`src/rtl/yarvis_spi_mem.sv`:
```
// yarvis_spi_mem: byte-wide mode-0 SPI master for external SRAM/flash.
// Optional YARVIS_SPI_FAST_READ_EN: reads use 0x0B plus 8 dummy clocks.
`timescale 1ns/1ps
module yarvis_spi_mem #(
  parameter int ADDR_W  = 16,
  parameter int CLK_DIV = 2,
  parameter int CS_GAP  = 2
) (
  input  logic              clk,
  input  logic              rst_n,
  input  logic              req_valid,
  output logic              req_ready,
  input  logic              req_we,
  input  logic [ADDR_W-1:0] req_addr,
  input  logic [7:0]        req_wdata,
  output logic              rsp_valid,
  output logic [7:0]        rsp_rdata,
  output logic              spi_cs_n,
  output logic              spi_sck,
  output logic              spi_mosi,
  input  logic              spi_miso
);

  localparam int DW = (CLK_DIV > 1) ? $clog2(CLK_DIV) : 1;
  localparam int GW = (CS_GAP > 1) ? $clog2(CS_GAP) : 1;
  localparam logic [DW-1:0] DIV_LAST = DW'(CLK_DIV - 1);
  localparam logic [GW-1:0] GAP_LAST = GW'(CS_GAP - 1);

  typedef enum logic [1:0] {
    IDLE,
    SHIFT,
    GAP
  } state_t;

  state_t          state;
  state_t          state_nxt;
  logic [47:0]     tx;
  logic [7:0]      rx;
  logic [7:0]      rx_nxt;
  logic [5:0]      bit_cnt;
  logic [5:0]      last_idx;
  logic [DW-1:0]   div_cnt;
  logic            ph;
  logic [GW-1:0]   gap_cnt;
  logic            we_q;
  logic [7:0]      rdata_q;
  logic [7:0]      cmd;
  logic [47:0]     load;
  logic            accept;
  logic            div_end;
  logic            rise;
  logic            per_end;
  logic            last_bit;
  logic            done;

`ifdef YARVIS_SPI_FAST_READ_EN
  assign cmd      = req_we ? 8'h02 : 8'h0B;
  assign last_idx = we_q ? 6'd39 : 6'd47;
`else
  assign cmd      = req_we ? 8'h02 : 8'h03;
  assign last_idx = 6'd39;
`endif

  // Frame is left-aligned; a fast read's dummy byte is the zero after the address.
  assign load = {cmd, 24'(req_addr),
                 (req_we ? req_wdata : 8'h00), 8'h00};

  assign accept   = (state == IDLE) && req_valid;
  assign div_end  = (div_cnt == DIV_LAST);
  assign rise     = (state == SHIFT) && ph && (div_cnt == '0);
  assign per_end  = (state == SHIFT) && ph && div_end;
  assign last_bit = (bit_cnt == last_idx);
  assign done     = per_end && last_bit;
  assign rx_nxt   = rise ? {rx[6:0], spi_miso} : rx;

  // State register; async reset drops CS at once.
  always_ff @(posedge clk or negedge rst_n) begin
    if (!rst_n) begin
      state <= IDLE;
    end else begin
      state <= state_nxt;
    end
  end

  // Next-state and pin decode.
  always_comb begin
    state_nxt = state;
    req_ready = 1'b0;
    spi_cs_n  = 1'b1;
    spi_sck   = 1'b0;
    spi_mosi  = 1'b0;
    rsp_valid = 1'b0;
    unique case (state)
      IDLE: begin
        req_ready = 1'b1;
        if (req_valid) state_nxt = SHIFT;
      end
      SHIFT: begin
        spi_cs_n = 1'b0;
        spi_sck  = ph;
        spi_mosi = tx[47];
        if (done) state_nxt = GAP;
      end
      GAP: begin
        rsp_valid = (gap_cnt == '0);
        if (gap_cnt == GAP_LAST) state_nxt = IDLE;
      end
      default: state_nxt = IDLE;
    endcase
  end

  // Shift engine: divider, phase, bit count and the two shift registers.
  always_ff @(posedge clk or negedge rst_n) begin
    if (!rst_n) begin
      tx      <= '0;
      rx      <= '0;
      bit_cnt <= '0;
      div_cnt <= '0;
      ph      <= 1'b0;
      we_q    <= 1'b0;
    end else if (accept) begin
      tx      <= load;
      rx      <= '0;
      bit_cnt <= '0;
      div_cnt <= '0;
      ph      <= 1'b0;
      we_q    <= req_we;
    end else if (state == SHIFT) begin
      rx <= rx_nxt;
      if (div_end) begin
        div_cnt <= '0;
        if (ph) begin
          ph <= 1'b0;
          if (!last_bit) begin
            bit_cnt <= bit_cnt + 6'd1;
            tx      <= {tx[46:0], 1'b0};
          end
        end else begin
          ph <= 1'b1;
        end
      end else begin
        div_cnt <= div_cnt + DW'(1);
      end
    end
  end

  // CS gap counter and the held response byte.
  always_ff @(posedge clk or negedge rst_n) begin
    if (!rst_n) begin
      gap_cnt <= '0;
      rdata_q <= '0;
    end else begin
      if (done) begin
        gap_cnt <= '0;
        rdata_q <= we_q ? 8'h00 : rx_nxt;
      end else if ((state == GAP) && (gap_cnt != GAP_LAST)) begin
        gap_cnt <= gap_cnt + GW'(1);
      end
    end
  end

  assign rsp_rdata = rdata_q;

endmodule
```
`config.mk`:
```
export PLATFORM = sky130hd
export DESIGN_NAME = yarvis_spi_mem
export DESIGN_NICKNAME = d
export VERILOG_FILES = /design/src/rtl/yarvis_spi_mem.sv
export SDC_FILE = /design/constraint.sdc
export NUM_CORES = 1
export LEC_CHECK = 0
export BUFFER_PORTS_ARGS = -buffer_cell sky130_fd_sc_hd__clkbuf_2
export CAP_MARGIN = 20
export CORE_MARGIN = 3
export CORE_UTILIZATION = 55
export CTS_BUF_LIST = sky130_fd_sc_hd__clkbuf_16
export DETAILED_ROUTE_END_ITERATION = 16
export PLACE_DENSITY = 0.78
export SYNTH_ARGS = -nofsm -noshare
export SYNTH_HDL_FRONTEND = slang
export SYNTH_SLANG_ARGS = --single-unit
export TNS_END_PERCENT = 30
```
`constraint.sdc`:
```
create_clock -name clk -period 4.55 [get_ports clk]
set_input_delay 0.91 -clock clk [delete_from_list [all_inputs] [get_ports clk]]
set_output_delay 0.91 -clock clk [all_outputs]
set_load 0.02 [all_outputs]
```
==> flow_metrics.py <==
metrics = {
    "status": {
        "status": "finished, final reports clean",
    },
    "clocking": {
        "cts_hold_buf": 0,
        "cts_tree": "yes",
        "numClockSinks": 68,
        "htreeDepth": 3,
        "clk_pin_slew_worst_paths_ns": 0.06,
        "post_cts_buffers": 0,
        "clock_insertion_delay_worst_skew_ns": 0.33,
        "cts-root-buf": "clkbuf_16",
        "cts_made_buffers": 9,
        "max-clock-path-buffers": 2,
        "cts_resized": 0,
    },
    "power_and_ir_drop": {
        "p_leak_uw": 0.00174,
        "p_comb_frac": 0.272,
        "p_int_uw": 1500,
        "ir_drop_mv": 0.328,
        "power.switching_uw": 718,
        "p_total_uw": 2220,
        "switching_share": 0.324,
        "p_clk_frac": 0.304,
        "power_frac_seq": 0.424,
        "power_density_nw_per_um2": 648,
    },
    "synthesis": {
        "netlist_area_sq_um": 2890,
        "yosysTopAreaCell": "dfrtp_1",
        "syn_inst": 268,
        "avgSynthCellArea_sq_um": 10.8,
        "synth_top_area_frac": 0.589,
        "ys_ff_latch": 68,
        "synth_nets": 298,
        "synth_area_leaders": "dfrtp_1 59%, a221o_1 7.6%, nand2_1 6.5%",
        "yosysWarnings": 0,
        "synth_cell_types": 32,
        "synth_seq_area_share": 0.589,
    },
    "worst_setup_path": {
        "r2r-start": "state[0]",
        "end_kind": "primary output",
        "cp_max_fo": 7,
        "ff2ff_setup_slack_ns": 2.55,
        "endpoint": "spi_sck",
        "criticalPathCategory": "reg2out",
        "reg2reg_depth": 4,
        "start_kind": "flop",
        "arrival_ns": 1.50,
        "worstReg2RegEnd": "tx[9]",
        "crit_path_start": "state[0]",
        "required_ns": 3.64,
    },
    "sta": {
        "fin_setup_tns_ns": 0,
        "rsz0062_at_grt": "no",
        "relSlewSlack": 0.491,
        "tightest_slew_ns": 0.762,
        "setup_viol_count_final": 0,
        "clock.fmax_ghz": 0.415,
        "period_share": 0.530,
        "final-max-slew-violation-count": 0,
        "finClkSkew_ns": 0.00550,
        "hold_viol": 0,
        "finalCriticalPeriod_ns": 2.41,
    },
    "hold_path": {
        "hp-class": "reg2reg",
    },
    "floorplan": {
        "ios": 42,
        "die-area_sq_um": 6160,
        "coreArea_sq_um": 4910,
        "die_w_microns": 78.5,
        "die_h_microns": 78.5,
        "num_rows": 25,
        "start_util": 0.588,
    },
    "final_layout": {
        "layout.nets": 334,
        "final_cell_count_no_fill": 376,
        "final_core_util": 0.697,
        "syn2layout_area_growth_pct": 18.5,
        "diodes": 0,
        "drive_above_1_share": 0.207,
    },
    "detailed_routing": {
        "route.vias.total": 2152,
        "wl_microns": 6070,
        "drc_errors": 0,
        "drt-initial-drc-count": 238,
        "antenna_left": 0,
        "drtPass1Iterations": 4,
        "post_drt_wl_per_cell_microns": 16.1,
        "vias_per_cell": 5.72,
    },
    "placed_design": {
        "dp.cells": 359,
        "portBuffers": 41,
        "dpl.hpwl_microns": 3570,
        "gp_congestion": 0.759,
    },
    "flow_run": {
        "drv_cap": 0,
    },
    "global_routing": {
        "antenna_found_initial": 0,
        "grt_pass1_vias": 2074,
        "overflow": 0,
        "grt_use_total": 0.214,
        "grt_pass1_wl_microns": 10100,
        "grt_max_degree": 44,
    },
}
worst min path at each step:
stage                       startpoint           end  depth (start not counted)
final                     rsp_rdata[5]  rsp_rdata[5]                          2
after floorplan                 tx[30]        tx[31]                          2
after CTS                 rsp_rdata[0]  rsp_rdata[0]                          2
after global placement    rsp_rdata[7]  rsp_rdata[7]                          2
after global routing      rsp_rdata[6]  rsp_rdata[6]                          2
after detailed placement  rsp_rdata[7]  rsp_rdata[7]                          2
synthesized netlist by cell type:
cell,instances
dfrtp_1,68
nand2_1,50
and3_1,24
a221o_1,22
a21oi_1,15
nand2b_1,10
a22o_1,8
buf_2,8
o21ai_1,8
clkbuf_1,7
nor2_1,7
nand3_1,5
nor2b_1,4
buf_1,3
nor3_1,3
xor2_1,3
and2_1,2
buf_6,2
inv_1,2
mux2i_1,2
nand4_1,2
o21a_1,2
xnor2_1,2
a21boi_0,1
a21o_1,1
and4b_1,1
buf_4,1
ha_1,1
nand4b_1,1
o21ai_2,1
o22ai_1,1
or3b_1,1
sequential cells by signal (all words and copies together), names as in the netlist:
name / flops
gap_cnt: 1
rx: 8
bit_cnt: 6
tx: 40
div_cnt: 1
we_q: 1
rsp_rdata: 8
ph: 1
state: 2
power groups by stage:
stage | Sequential [uW] | Combinational [uW] | Clock (uW)
finish | 940 | 605 | 675
floorplan | 899 | 496 | 0
global placement | 937 | 575 | 0
global route | 964 | 683 | 709
CTS | 935 | 607 | 685
detailed placement | 936 | 599 | 0
final cells by class:
| type | instances | area, sq um |
|---|---|---|
| inverters | 2 | 7.51 |
| well taps | 67 | 83.8 |
| repair buffers | 46 | 255 |
| flip-flops and latches | 68 | 1700 |
| multi-input cells | 177 | 1080 |
| clock buffers | 9 | 225 |
| clock inverters | 7 | 68.8 |
| fillers | 370 | 1490 |
through the flow:
stage,hold slack (ns),area (sq um),setup WS [ns]
after CTS,0.486,3400,2.14
after global routing,0.510,3420,2.00
final,0.480,3420,2.14
after floorplan,0.454,2890,2.67
after detailed placement,0.468,3110,2.32
after global placement,0.460,3110,2.35
logic make-up (layout without fill, tap and decap cells):
family	after synthesis	after routing	share of synthesized area
AOI/OAI and AO/OA	59	59	0.156
xor gates and xnor gates	5	5	0.0152
adders and majority gates	1	1	0.00433
buffers and inverters	23	64	0.0399
DFF	68	68	0.589
muxes	2	2	0.00693
and+or+nand+nor	110	110	0.188
cells in the final DEF (no fill, tap or decap):
master / count
clkinv_4: 2
dfrtp_1: 68
a21boi_0: 1
nand4_1: 2
inv_1: 3
bufinv_16: 1
o21ai_2: 2
clkinvlp_4: 1
xor2_1: 3
o21a_1: 2
and2_1: 2
or3b_1: 1
nand3_1: 5
a21o_1: 1
nand2b_1: 10
mux2i_1: 2
and3_1: 24
nand2_1: 50
clkbuf_2: 41
xnor2_1: 2
o22ai_1: 1
a22o_1: 8
and4b_1: 1
a21oi_1: 15
buf_4: 4
nand4b_1: 1
buf_12: 1
clkinv_2: 2
nor3_1: 2
o21ai_1: 7
nor2_1: 7
clkbuf_16: 9
nor3_2: 1
nor2b_1: 4
a221o_1: 22
ha_1: 1
worst max-delay path: stages, from the launching register on:
cell,delay [ns]
dfrtp_1,0.47
nor2b_1,0.34
and2_1,0.20
clkbuf_2,0.17
metal layers:
metal | vias up | track usage | wire [microns]
met5 | - | 0 | 0
li1 | 1019 | - | -
met3 | 6 | 0.0677 | 361
met2 | 71 | 0.322 | 2940
met4 | 0 | 0.0822 | 60
met1 | 1056 | 0.292 | 2710
No activity file was read; power rests on OpenSTA's default activity.
